$ cat config.mk
export PLATFORM = sky130hd
export DESIGN_NAME = tick_gen
export DESIGN_NICKNAME = d
export VERILOG_FILES = /design/src/rtl/tick_gen_pkg.sv /design/src/rtl/tick_gen_div_reg.sv /design/src/rtl/tick_gen.sv
export SDC_FILE = /design/constraint.sdc
export NUM_CORES = 1
export LEC_CHECK = 0
export CAP_MARGIN = 20
export CORE_ASPECT_RATIO = 0.7
export CORE_MARGIN = 5
export CORE_UTILIZATION = 40
export CTS_CLUSTER_DIAMETER = 50
export CTS_CLUSTER_SIZE = 30
export DETAILED_ROUTE_END_ITERATION = 10
export HOLD_SLACK_MARGIN = 0.1
export PLACE_DENSITY = 0.55
export SYNTH_ARGS = -nofsm -noshare
export SYNTH_HDL_FRONTEND = slang
export SYNTH_SLANG_ARGS = --single-unit
$ cat constraint.sdc
create_clock -name clk -period 5.92 [get_ports clk]
set_input_delay 0.592 -clock clk [delete_from_list [all_inputs] [get_ports clk]]
set_output_delay 0.592 -clock clk [all_outputs]
set_load 0.1 [all_outputs]
$ cat src/rtl/tick_gen_pkg.sv
// tick_gen shared types, reset divisor and divisor helpers.
// Helpers work on 32-bit words; callers cast to their own width.
package tick_gen_pkg;

    typedef enum logic {
        IDLE = 1'b0,
        RUN  = 1'b1
    } tick_state_t;

    localparam int DEF_DIV = 50_000_000;

    typedef logic [31:0] div_word_t;

    function automatic div_word_t div_clamp(input div_word_t d);
        return (d == '0) ? 32'd1 : d;
    endfunction

    function automatic div_word_t div_half(input div_word_t d);
        div_word_t e;
        e = div_clamp(d);
        return (e >> 1) + {31'd0, e[0]};
    endfunction

endpackage

$ cat src/rtl/tick_gen_div_reg.sv
// Current/pending divisor storage and div_ack generation.
// Loads in IDLE apply at once; loads in RUN wait for an apply edge.
module tick_gen_div_reg
    import tick_gen_pkg::*;
#(
    parameter int DIV_W       = 26,
    parameter int DIV_DEFAULT = DEF_DIV
) (
    input  logic             clk,
    input  logic             rstn,
    input  logic             run,
    input  logic             apply,
    input  logic [DIV_W-1:0] div_val,
    input  logic             div_load,
    output logic [DIV_W-1:0] div_eff,
    output logic             div_ack
);

    logic [DIV_W-1:0] div_cur;
    logic [DIV_W-1:0] pend_val;
    logic             pend;

    always_ff @(posedge clk) begin
        if (rstn) begin
            div_cur  <= DIV_W'(DIV_DEFAULT);
            pend_val <= '0;
            pend     <= 1'b0;
            div_ack  <= 1'b0;
        end else begin
            div_ack <= 1'b0;
            if (!run) begin
                if (div_load) begin
                    div_cur <= div_val;
                    div_ack <= 1'b1;
                end
            end else if (apply && (div_load || pend)) begin
                // a strobe on the apply edge itself supersedes the pending value
                div_cur <= div_load ? div_val : pend_val;
                pend    <= 1'b0;
                div_ack <= 1'b1;
            end else if (div_load) begin
                pend_val <= div_val;
                pend     <= 1'b1;
            end
        end
    end

    assign div_eff = DIV_W'(div_clamp(32'(div_cur)));

endmodule

$ cat src/rtl/tick_gen.sv
// Synchronous tick generator: enable pulses, tick counter, square wave.
// Square wave present only when TICK_GEN_SQUARE_EN is defined.
module tick_gen
    import tick_gen_pkg::*;
#(
    parameter int DIV_W       = 26,
    parameter int DIV_DEFAULT = DEF_DIV,
    parameter int CNT_W       = 16
) (
    input  logic             clk,
    input  logic             rstn,
    input  logic             en,
    input  logic             restart,
    input  logic [DIV_W-1:0] div_val,
    input  logic             div_load,
    output logic             div_ack,
    output logic             tick,
    output logic             sq_out,
    output logic [CNT_W-1:0] tick_cnt,
    output logic             running
);

    tick_state_t      state;
    tick_state_t      state_nxt;
    logic [DIV_W-1:0] cnt;
    logic [DIV_W-1:0] cnt_nxt;
    logic [DIV_W-1:0] div_eff;
    logic [CNT_W-1:0] tick_cnt_nxt;
    logic             tick_nxt;
    logic             wrap;
    logic             apply;

    tick_gen_div_reg #(
        .DIV_W       (DIV_W),
        .DIV_DEFAULT (DIV_DEFAULT)
    ) u_div_reg (
        .clk      (clk),
        .rstn     (rstn),
        .run      (running),
        .apply    (apply),
        .div_val  (div_val),
        .div_load (div_load),
        .div_eff  (div_eff),
        .div_ack  (div_ack)
    );

    assign running = (state == RUN);
    assign wrap    = (cnt == div_eff - DIV_W'(1));

    always_comb begin
        state_nxt    = state;
        cnt_nxt      = cnt;
        tick_nxt     = 1'b0;
        tick_cnt_nxt = tick_cnt;
        apply        = 1'b0;
        unique case (state)
            IDLE: begin
                if (en) begin
                    state_nxt = RUN;
                    cnt_nxt   = '0;
                end
            end
            RUN: begin
                if (!en) begin
                    state_nxt = IDLE;
                    cnt_nxt   = '0;
                    apply     = 1'b1;
                end else if (restart) begin
                    cnt_nxt      = '0;
                    tick_cnt_nxt = '0;
                    apply        = 1'b1;
                end else if (wrap) begin
                    cnt_nxt      = '0;
                    tick_nxt     = 1'b1;
                    tick_cnt_nxt = tick_cnt + CNT_W'(1);
                    apply        = 1'b1;
                end else begin
                    cnt_nxt = cnt + DIV_W'(1);
                end
            end
        endcase
    end

    always_ff @(posedge clk) begin
        if (rstn) begin
            state    <= IDLE;
            cnt      <= '0;
            tick     <= 1'b0;
            tick_cnt <= '0;
        end else begin
            state    <= state_nxt;
            cnt      <= cnt_nxt;
            tick     <= tick_nxt;
            tick_cnt <= tick_cnt_nxt;
        end
    end

`ifdef TICK_GEN_SQUARE_EN
    logic [DIV_W-1:0] half_eff;
    logic             sq_nxt;

    // high while the upcoming count sits in the first ceil(div/2) slots
    assign half_eff = DIV_W'(div_half(32'(div_eff)));
    assign sq_nxt   = running && en && !restart && (cnt_nxt < half_eff);

    always_ff @(posedge clk) begin
        if (rstn) begin
            sq_out <= 1'b0;
        end else begin
            sq_out <= sq_nxt;
        end
    end
`else
    assign sq_out = 1'b0;
`endif

endmodule
==> results <==
- The count of cells resized by post-cts repair is 0.
- The first detailed-routing pass took 4 iterations.
- The clock edge transition at the registers on the reported setup and hold paths is 0.07 ns.
- The first global-routing pass estimated 28.2 mm of wire.
- The final hold violation count is 0.
- The post-cts hold buffer count is 0.
- After detailed routing, the total wire length is 17.4 mm.
- The total overflow left after global routing is 0.
- The maximum number of pins on one net before global-route repair is 97.
- The highest metal layer with signal wires is met4.
- The count of flip-flops with a built-in enable after synthesis is 0.
- The critical path in this run is classified as register to register.
- The maximum achievable frequency is 0.190 GHz.
- Among all flip-flop cells after synthesis, the most frequent one is dfxtp_1.
- For the worst setup path, the data arrival time is 5.49 ns.
- The die covers 0.0177 mm2.
- The distinct cell type count of the synthesized netlist is 70.
- At the pin with the least slew margin, the transition time is 1.06 ns.
- Summing all multi-input logic gate instances after layout gives 0.00368 mm2.
- The number of placed I/O pins is 51.
- In the final layout, the share of cells above drive strength 1 is 0.0699.
- The sum of routed wire segments on met1 is 8.88 mm.
- The buffer type at the clock tree root is clkbuf_16.
- After synthesis, the largest family of logic cells by area is simple AND/OR/NAND/NOR gates.
- The delay of the slowest cell on the worst path is 0.77 ns.
- The complex-gate fraction of the synthesized area is 0.217.
- The overall die width is 157 um.
- IR analysis of the VDD net gives a maximum drop of 132 uV.
- The worst setup path is captured at a register.
- The number of setup buffers added after CTS is 0.
- The analysis attributes to cell leakage a power of approximately 2.3 nW.
- The cell count after synthesis came out at between 700 and 800.
- After legalization and detailed placement, the total HPWL measured 12.1 mm.
- Wire segments on met3 add up to 912 um in the final route.
- The worst setup path is launched from a register.
- In this run the deepest clock path goes through 2 buffers.
- Before CTS, the worst setup slack after placement is 0.708 ns.
- The routed length on met2 is 7.39 mm.
- The final estimated routing congestion in global placement is 0.914.
- The path class of the lowest-slack min-delay path is register to register.
- A synthesized cell averages 8.02 um2.
- The endpoint required time on the critical path is 6.13 ns.
- The count of final max-slew check failures came to 0.
- The number of nets still failing antenna checks after routing is 0.
- Headroom to the max-slew limit came out at 0.297.
- After the first detailed-routing iteration, the DRC count stood at 309.
- The total area of sequential cells is 0.00196 mm2.
- The clock net in this run drives a total of just under 100 sinks.
- After layout, the worst setup slack is 0.643 ns.
- The synthesized design contains slightly below 100 register bits.
- Summing all placed instances gives a cell area of 0.00661 mm2.
- The portion of netlist area occupied by mux cells is 0.0560.
- The effective utilization at floorplan is 0.410.
- The flow ran to the end, and the final reports show no timing, DRC or antenna violations.
- The final setup skew is 0.00954 ns.
- TritonCTS built the clock tree.
- The number of nets in the synthesized netlist is 786.
- From bottom edge to top edge, the die measures 113 um.
- The total setup violations reported at the end of the flow is 0.
- The number of H-tree levels is 3.
- The core region is 0.0147 mm2.
- In this run the power density over the cells is about 210 mW/mm2.
- After floorplanning, the core was divided into 37 placement rows.
- Buffers inserted during clock tree synthesis total 9.
- Setup repair after global routing left no endpoint under its margin.
- The fill cell instance count of the final layout is 1,467.
- The later-pin clock latency in the skew report is 0.36 ns.
- The number of vias in the routed layout is approximately 5,800.
- The Yosys warning count is 0.
- The final total negative setup slack is 0 ns.
- The most frequent cell on the critical path is nor2_1.
- The layout net count is 801.
- The signal on the critical path passes through nor3_1 -> nand4_2 -> nor2_1 -> nor2_1 -> ha_1 -> nor3b_1 -> and4_1 -> mux2i_1 -> a31oi_1 -> o21ai_0 -> or4_1 -> buf_4 -> nand3_1 -> o311ai_0.
- The number of port buffers is 49.
- The number of global-route vias before repair is 5,352.
- Of the total synthesized cell area, the portion taken by XOR and XNOR cells is 0.0494.
- The power consumption is 1.48 mW.
- The fraction of the core area covered by cells at the end of the flow is 0.469.
- The number of maximum-capacitance violations is 0.
- The via-per-instance ratio is approximately 6.0.
- The slowest library cell on the worst path is nor3b_1.
- The initial antenna violation count came to 0.
- Of the available clock period, the critical path in the final layout requires 0.891.
- The count of inserted antenna diode cells is 0.
- After detailed routing, the average wire length per cell comes to 18.0 um.
- The adder and majority cell fraction of the synthesized area is 0.00622.
- The critical-path maximum fanout is 24.
- The minimum clock period after layout is 5.28 ns.
- The total DRC errors in the routed layout is 0.
- After synthesis the cells add up to around 0.0060 mm2.
- The finished cells cover 0.00690 mm2.
- The area growth from synthesis to layout is 14.4%.
- The async set-or-reset flop fraction in the synthesized netlist is 0.
- The synthesized-area fraction occupied by and/or/nand/nor cells is 0.279.
- The sequential-to-total area share from yosys stat is 0.325.
- The aggregate global-route resource usage is 0.196.
[sequential cells by signal (all words and copies together), names as in the netlist]
register	cells
u_div_reg.div_cur	26
tick	1
u_div_reg.pend	1
running	1
u_div_reg.div_ack	1
u_div_reg.pend_val	26
tick_cnt	16
cnt	26
[metal layers]
metal / vias up / track usage
li1: 2812 / -
met1: 2783 / 0.296
met2: 146 / 0.287
met3: 17 / 0.0371
met4: 0 / 0.0445
met5: - / 0
[area by class of cell]
type | instances | share of cell area
Timing Repair Buffer | 60 | 0.0823
Multi-Input combinational cell | 558 | 0.534
Clock inverter | 7 | 0.00979
Tap cell | 195 | 0.0354
Clock buffer | 9 | 0.0326
Inverter | 40 | 0.0218
Sequential cell | 98 | 0.284
[layout by cell type, fill, tap and decap left out, types with 11 or more instances in the layout]
master           instances
a311oi_1                26
buf_4                   11
dfxtp_1                 98
o311ai_0                15
nor2b_1                 20
mux2i_1                 18
xnor2_1                 16
a31o_1                  26
a21oi_1                 28
mux2_2                  12
nand2_1                 62
xor2_1                  18
nand3_1                 28
and3_1                  20
clkdlybuf4s50_1         48
nor2_1                  83
inv_1                   40
o21ai_0                 17
nor3_1                  12
or4_1                   15
a211oi_1                16
nand4_1                 13
[kinds of logic after synthesis]
group / Yosys count
simple gates: 316
compound gates: 172
flops: 98
buf+inv: 96
xor+xnor: 34
mux: 32
fa+ha+maj: 3
other cells: 1
[per-stage QoR]
stage / cells / hold WS [ns]
2_1_floorplan: 752 / 0.484
3_3_place_gp: 950 / 0.459
3_5_place_dp: 951 / 0.459
4_1_cts: 967 / 0.479
5_1_grt: 967 / 0.497
6_report: 967 / 0.478
[critical path: cells and delay by family (launching register included)]
family | cells | cell delay, ns
fa+ha+maj | 1 | 0.20
mux | 1 | 0.22
compound gates | 3 | 1.30
simple gates | 8 | 2.69
buf+inv | 1 | 0.24
flops | 1 | 0.48
[final timing paths]
kind | startpoint | slack, ns | end | cells after the start
hold reg to reg | tick_cnt[15]$_SDFFE_PP0P_ | 0.48 | tick_cnt[15]$_SDFFE_PP0P_ | 2
setup reg to reg | u_div_reg.div_cur[4]$_SDFFE_PP0P_ | 0.64 | cnt[25]$_SDFFE_PP0P_ | 14
hold / removal | tick_cnt[15]$_SDFFE_PP0P_ | 0.48 | tick_cnt[15]$_SDFFE_PP0P_ | 2
setup / recovery | u_div_reg.div_cur[4]$_SDFFE_PP0P_ | 0.64 | cnt[25]$_SDFFE_PP0P_ | 14
[report_power, final]
group / internal (mW) / switching, mW
Clock: 0.297 / 0.290
Sequential: 0.675 / 0.0255
Combinational: 0.0752 / 0.115
[cell usage after synthesis (3+ instances only)]
| cell type | n | area share |
|---|---|---|
| or4_1 | 15 | 0.019 |
| o21ai_0 | 17 | 0.014 |
| and4_1 | 10 | 0.015 |
| xnor2_1 | 16 | 0.023 |
| a31o_1 | 26 | 0.038 |
| nor4_1 | 6 | 0.0062 |
| a31oi_1 | 4 | 0.0041 |
| and2_1 | 7 | 0.0073 |
| inv_1 | 40 | 0.025 |
| ha_1 | 3 | 0.0062 |
| nand4_1 | 13 | 0.013 |
| buf_2 | 7 | 0.0058 |
| buf_6 | 4 | 0.0075 |
| mux2_2 | 12 | 0.022 |
| nor3_1 | 13 | 0.011 |
| nand3_1 | 28 | 0.023 |
| nand2b_1 | 7 | 0.0073 |
| clkbuf_1 | 43 | 0.027 |
| a311oi_1 | 26 | 0.038 |
| nand2_1 | 62 | 0.039 |
| and3_1 | 20 | 0.021 |
| nor4b_1 | 4 | 0.0058 |
| nor2_1 | 84 | 0.052 |
| nor3b_1 | 5 | 0.0062 |
| xor2_1 | 18 | 0.026 |
| or2_2 | 3 | 0.0031 |
| nand3b_1 | 5 | 0.0062 |
| or3_1 | 3 | 0.0031 |
| nor4_2 | 3 | 0.0062 |
| mux2i_1 | 18 | 0.030 |
| dfxtp_1 | 98 | 0.33 |
| o31ai_1 | 8 | 0.010 |
| a21oi_1 | 28 | 0.023 |
| o311ai_0 | 15 | 0.022 |
| a211oi_1 | 16 | 0.020 |
| nor2b_1 | 20 | 0.021 |
No activity file was read; power rests on OpenSTA's default activity.
